File: src/rtl/base_arb_pkg.sv
// Shared types and the rotate-priority pick for the round-robin arbiter.
// Latency: purely combinational helpers, no state.
// Backpressure: not applicable; consumers handle valid/ready.
package base_arb_pkg;

  typedef enum logic [0:0] {
    ARB_IDLE = 1'b0,
    ARB_LOCK = 1'b1
  } arb_state_e;

  // Widest arbiter the pick helper supports; callers pass their real width.
  localparam int ARB_MAX_WAYS = 32;

  // Rotate-priority pick over the low n bits of req.
  // Returns the index of the first request strictly after the one-hot ptr,
  // wrapping around, or -1 when nothing is requested.
  // The request vector is laid out twice so the search window starting just
  // after ptr never has to wrap explicitly.
  function automatic int rr_pick(input logic [ARB_MAX_WAYS-1:0] req,
                                 input logic [ARB_MAX_WAYS-1:0] ptr,
                                 input int n);
    logic [2*ARB_MAX_WAYS-1:0] dbl;
    int base;
    int pick;
    dbl  = '0;
    base = 0;
    pick = -1;
    for (int i = 0; i < ARB_MAX_WAYS; i++) begin
      if (i < n) begin
        dbl[i]     = req[i];
        dbl[i + n] = req[i];
        if (ptr[i]) base = i + 1;
      end
    end
    if (base >= n) base = 0;
    for (int k = 0; k < ARB_MAX_WAYS; k++) begin
      if ((k < n) && (pick < 0) && dbl[base + k]) begin
        pick = (base + k >= n) ? (base + k - n) : (base + k);
      end
    end
    return pick;
  endfunction

endpackage

File: src/rtl/base_encode.sv
// One-hot to binary index encoder; index 0 is the leftmost input bit.
// Latency: combinational, zero cycles.
// Backpressure: none; output follows input. All-zero input encodes to 0.
module base_encode #(
  parameter int enc_width = 2,
  parameter int ways      = 4
) (
  input  logic [0:ways-1]      i_d,
  output logic [0:enc_width-1] o_d
);

  // OR together the indices of set bits; a one-hot input yields its index.
  always_comb begin
    o_d = '0;
    for (int i = 0; i < ways; i++) begin
      if (i_d[i]) o_d = o_d | enc_width'(i);
    end
  end

endmodule

File: src/rtl/base_rr_pick.sv
// One-hot round-robin pick: first request strictly after ptr, wrapping.
// Latency: combinational, zero cycles.
// Backpressure: none; grant is all-zero when nothing is requested.
module base_rr_pick
  import base_arb_pkg::*;
#(
  parameter int ways = 4
) (
  input  logic [0:ways-1] req,
  input  logic [0:ways-1] ptr,
  output logic [0:ways-1] gnt
);

  logic [ARB_MAX_WAYS-1:0] req_w;
  logic [ARB_MAX_WAYS-1:0] ptr_w;
  int                      pick_idx;

  // Widen to the helper's fixed width, search, then rebuild a one-hot grant.
  always_comb begin
    req_w = '0;
    ptr_w = '0;
    for (int i = 0; i < ways; i++) begin
      req_w[i] = req[i];
      ptr_w[i] = ptr[i];
    end
    pick_idx = rr_pick(req_w, ptr_w, ways);
    gnt = '0;
    for (int i = 0; i < ways; i++) begin
      gnt[i] = (pick_idx == i);
    end
  end

endmodule

File: src/rtl/base_rr_arb.sv
// Round-robin arbiter sharing one valid/ready channel, locking per packet.
// Latency: zero-cycle request-to-grant in IDLE; grant held until last beat.
// Backpressure: a stalled grant locks the owner until its last beat moves.
module base_rr_arb
  import base_arb_pkg::*;
#(
  parameter int ways      = 4,
  parameter int enc_width = 2
) (
  input  logic                 clk,
  input  logic                 reset,
  input  logic [0:ways-1]      i_v,
  input  logic [0:ways-1]      i_last,
  output logic [0:ways-1]      i_r,
  output logic                 o_v,
  input  logic                 o_r,
  output logic [0:ways-1]      o_sel,
  output logic [0:enc_width-1] o_enc,
  output logic                 o_lock
);

  arb_state_e      state_q, state_d;
  logic [0:ways-1] owner_q, owner_d;
  logic [0:ways-1] ptr_q,   ptr_d;

  logic [0:ways-1] pick;
  logic [0:ways-1] sel;
  logic            vld;
  logic            xfer;
  logic            last;

  // Last-served pointer starts on the top requester so requester 0 wins first.
  localparam logic [0:ways-1] PTR_RST = {{(ways-1){1'b0}}, 1'b1};

  base_rr_pick #(
    .ways (ways)
  ) u_pick (
    .req (i_v),
    .ptr (ptr_q),
    .gnt (pick)
  );

  // Select source, next-state and pointer update; fairness advances per packet.
  always_comb begin
    state_d = state_q;
    owner_d = owner_q;
    ptr_d   = ptr_q;
    if (state_q == ARB_LOCK) begin
      sel = owner_q;
      vld = |(i_v & owner_q);
    end else begin
      sel = pick;
      vld = |i_v;
    end
    xfer = vld & o_r;
    last = |(sel & i_last);
    if (state_q == ARB_IDLE) begin
      if (vld && !o_r) begin
        state_d = ARB_LOCK;
        owner_d = pick;
      end else if (xfer && !last) begin
        state_d = ARB_LOCK;
        owner_d = pick;
      end else if (xfer && last) begin
        ptr_d = pick;
      end
    end else begin
      if (xfer && last) begin
        state_d = ARB_IDLE;
        ptr_d   = owner_q;
        owner_d = '0;
      end
    end
  end

  // Outputs are forced quiet while reset is held, whatever the requests do.
  always_comb begin
    o_v    = reset & vld;
    o_sel  = sel & {ways{reset}};
    i_r    = sel & {ways{o_r & reset}};
    o_lock = reset & (state_q == ARB_LOCK);
  end

  base_encode #(
    .enc_width (enc_width),
    .ways      (ways)
  ) u_enc (
    .i_d (o_sel),
    .o_d (o_enc)
  );

  // Arbiter state; reset abandons any packet in flight.
  always_ff @(posedge clk or negedge reset) begin
    if (!reset) begin
      state_q <= ARB_IDLE;
      owner_q <= '0;
      ptr_q   <= PTR_RST;
    end else begin
      state_q <= state_d;
      owner_q <= owner_d;
      ptr_q   <= ptr_d;
    end
  end

endmodule

File: config.mk
export PLATFORM = sky130hd
export DESIGN_NAME = base_rr_arb
export DESIGN_NICKNAME = d
export VERILOG_FILES = /design/src/rtl/base_arb_pkg.sv /design/src/rtl/base_encode.sv /design/src/rtl/base_rr_pick.sv /design/src/rtl/base_rr_arb.sv
export SDC_FILE = /design/constraint.sdc
export NUM_CORES = 1
export LEC_CHECK = 0
export CORE_MARGIN = 3
export CORE_UTILIZATION = 53
export DETAILED_ROUTE_END_ITERATION = 8
export GPL_ROUTABILITY_DRIVEN = 0
export PLACE_DENSITY = 0.9
export SYNTH_ARGS = -nofsm -noshare
export SYNTH_HDL_FRONTEND = slang
export SYNTH_SLANG_ARGS = --single-unit
File: constraint.sdc
create_clock -name clk -period 6.6 [get_ports clk]
set_input_delay 0.66 -clock clk [delete_from_list [all_inputs] [get_ports clk]]
set_output_delay 0.66 -clock clk [all_outputs]
set_load 0.05 [all_outputs]
==> run_results.csv <==
group,metric,value,unit
timing,min_period_over_period,72.30,%
clocking,cts_buffers,3,
floorplan,die_area,2425,µm²
logic_synthesis,async_flop_share,100.0,%
power,peakVddDrop,0.0002886,V
status,run_status,"finished clean",
critical_path,critPathRequiredTime,5.94,ns
logic_synthesis,syn_avg_cell_area,7.682,µm²
logic_synthesis,syn_nets,141,
clocking,cts_tree,"yes",
grt,grt_pass1_vias,1058,
power,power_leakage,0.0005332,µW
critical_path,cp_max_fo,7,
timing,layout_min_cycle_time,4.772,ns
timing,setup_viol,0,
logic_synthesis,synth_seq_area_share,22.85,%
logic_synthesis,synth_area,991.0,µm²
floorplan,io-pin-count,23,
critical_path,crit_arrival,4.11,ns
logic_synthesis,ys_ff_latch,9,
place,io_buffer_count,22,
finish,diodes,0,
clocking,cts_setup_buffers,0,
clocking,htreeDepth,1,
critical_path,critical_path_class,"flop to primary output",
logic_synthesis,yosysWarningCount,0,
logic_synthesis,yosys.area.top_type,"dfrtp_1",
worst_hold_path,min_path_cells,1,
drt,ant_nets,0,
floorplan,die_w,49.24,µm
clocking,postCtsResizedCells,0,
drt,drc,0,
critical_path,reg2reg_depth,11,
grt,antenna_found_initial,0,
timing,worstMarginPinSlew,0.6346,ns
clocking,clkSinkCount,9,
drt,drtIter0Drc,41,
grt,track_usage,24.07,%
grt,globalRouteOverflowTotal,0,
finish,fin_util,72.04,%
logic_synthesis,synth_top_area_share,20.20,%
logic_synthesis,postSynthCellCount,129,
finish,area_delta_synth_final,26.89,%
logic_synthesis,synth_area_leaders,"dfrtp_1 20%, nor2_1 7.2%, nand2_1 4.2%",
logic_synthesis,synth_edf_count,0,
floorplan,die_height,49.24,µm
critical_path,r2r_slack,3.44,ns
finish,layout_commonest_cell,"clkdlybuf4s50_1",
finish,layout-drive-gt1-share,9.211,%
timing,fmax,209.6,MHz
flow_run,drv_cap,0,
timing,finalHoldViolations,0,
drt,vias,1135,
worst_hold_path,hold_path.class,"flop to flop",
drt,drtPass1Iterations,4,
timing,setup_tns,0,ns
clocking,clk_latency,0.27,ns
finish,final_cell_mix,"22 x clkdlybuf4s50_1, 19 x nor2_1, 11 x nand2_1",
logic_synthesis,synthFlopType,"dfrtp_1",
grt,grt_pass1_wl,4.595,mm
clocking,ctsLongestPathBuffers,2,
place,dp_hpwl,2.036,mm
finish,final_nets,165,
timing,relSlewSlack,57.36,%
floorplan,start_util,56.77,%
logic_synthesis,synthDistinctLibCells,46,
floorplan,rows,15,
critical_path,endpoint_kind,"primary output",
drt,via_per_inst,6.412,
finish,finalInstanceArea,1257,µm²
place,placed_area,1231,µm²
timing,maxSlewViolCount,0,
clocking,clk_pin_slew,0.06,ns
power,power_density,507.2,nW/µm²
clocking,cts-root-buf,"clkbuf_4",
grt,grt_max_degree,19,
timing,clock_skew,0.001793,ns
floorplan,core_region_area,1745,µm²
drt,wl_per_cell,15.97,µm
drt,wl,2.827,mm
timing,rsz0062_at_grt,"no",
clocking,cts_hold_repair.buffers,0,
critical_path,worstSetupStartpointType,"flop",
## critical path, cell delays in order (launching register included)
cell and delay (ns):
dfrtp_1 0.45, nand2b_1 0.24, a21oi_4 0.24, inv_1 0.08, ha_1 0.36, mux2_2 0.35, o211a_1 0.15, or4b_4 0.57
o31ai_2 0.30, and2_1 0.19, nand2b_1 0.10, clkdlybuf4s50_1 0.81
## through the flow
step / setup slack, ns / hold slack [ns] / power, µW / instances
global placement: 1.976 / 0.5498 / 574.3 / 173
CTS: 1.862 / 0.5733 / 631.7 / 177
finish: 1.828 / 0.5788 / 637.8 / 177
global route: 1.642 / 0.6053 / 682.9 / 177
floorplan: 2.461 / 0.3644 / 468.1 / 129
detailed placement: 1.911 / 0.5587 / 583.5 / 173
## routing by layer
layer,vias to the layer above,wire length (µm),share of wire (%),GRT usage (%)
li1,536,-,-,-
met1,531,1196,42,29.25
met2,59,1281,45,39.73
met3,9,274,9.7,5.199
met4,0,75,2.7,11.85
met5,-,0,0,0
## final timing paths
check / start / endpoint
setup reg to reg: ptr_q[1] / ptr_q[0]
setup / recovery: ptr_q[1] / o_enc[1]
min in group asynchronous: reset / owner_q[0]
hold reg to reg: owner_q[2] / owner_q[2]
max in group asynchronous: reset / state_q
hold / removal: owner_q[2] / owner_q[2]
## cells in the mapped netlist, types with 2 or more instances
| cell type | instances |
|---|---|
| o211a_1 | 2 |
| o31ai_2 | 2 |
| mux2_2 | 2 |
| clkbuf_1 | 3 |
| and3_1 | 3 |
| inv_1 | 8 |
| o2bb2ai_1 | 2 |
| a2111o_1 | 2 |
| o21ai_0 | 8 |
| dfrtp_1 | 8 |
| a31oi_1 | 3 |
| nand4_1 | 3 |
| a22oi_1 | 5 |
| or4b_1 | 2 |
| o211ai_1 | 2 |
| a22o_1 | 4 |
| a21oi_1 | 2 |
| nand2b_1 | 2 |
| nor3_1 | 3 |
| nand2_1 | 11 |
| nand3_1 | 2 |
| o31ai_1 | 3 |
| and2_1 | 5 |
| nor2_1 | 19 |
| nor2b_1 | 2 |
## logic make-up (layout without fill, tap and decap cells)
kind of cell             after synthesis  in the layout  share of synthesized area (%)
multiplexers                           3              3                          3.283
flip-flops                             9              9                          22.85
buffers and inverters                 11             34                          4.167
AND/OR/NAND/NOR                       61             61                          33.46
AO/OA/AOI/OAI                         44             44                          34.98
adder cells (fa/ha/maj)                1              1                          1.262
## cell type report
type | count | area [µm²]
repair buffers | 22 | 220.2
inverters | 8 | 30.03
fillers | 142 | 488.0
multi-input cells | 109 | 723.2
well taps | 25 | 31.28
clock buffers | 4 | 26.28
flip-flops and latches | 9 | 226.5
## registers in the layout, indices dropped and copies added (netlist names)
register,cells
state_q,1
owner_q,4
ptr_q,4
## report_power, final
group          leakage (µW)  internal, µW  switching [µW]
logic              0.000412           180             287
registers          0.000106          82.7            44.2
clock network     0.0000150          23.3            19.9
total              0.000533           286             352
(Power assumes the default switching activity.)
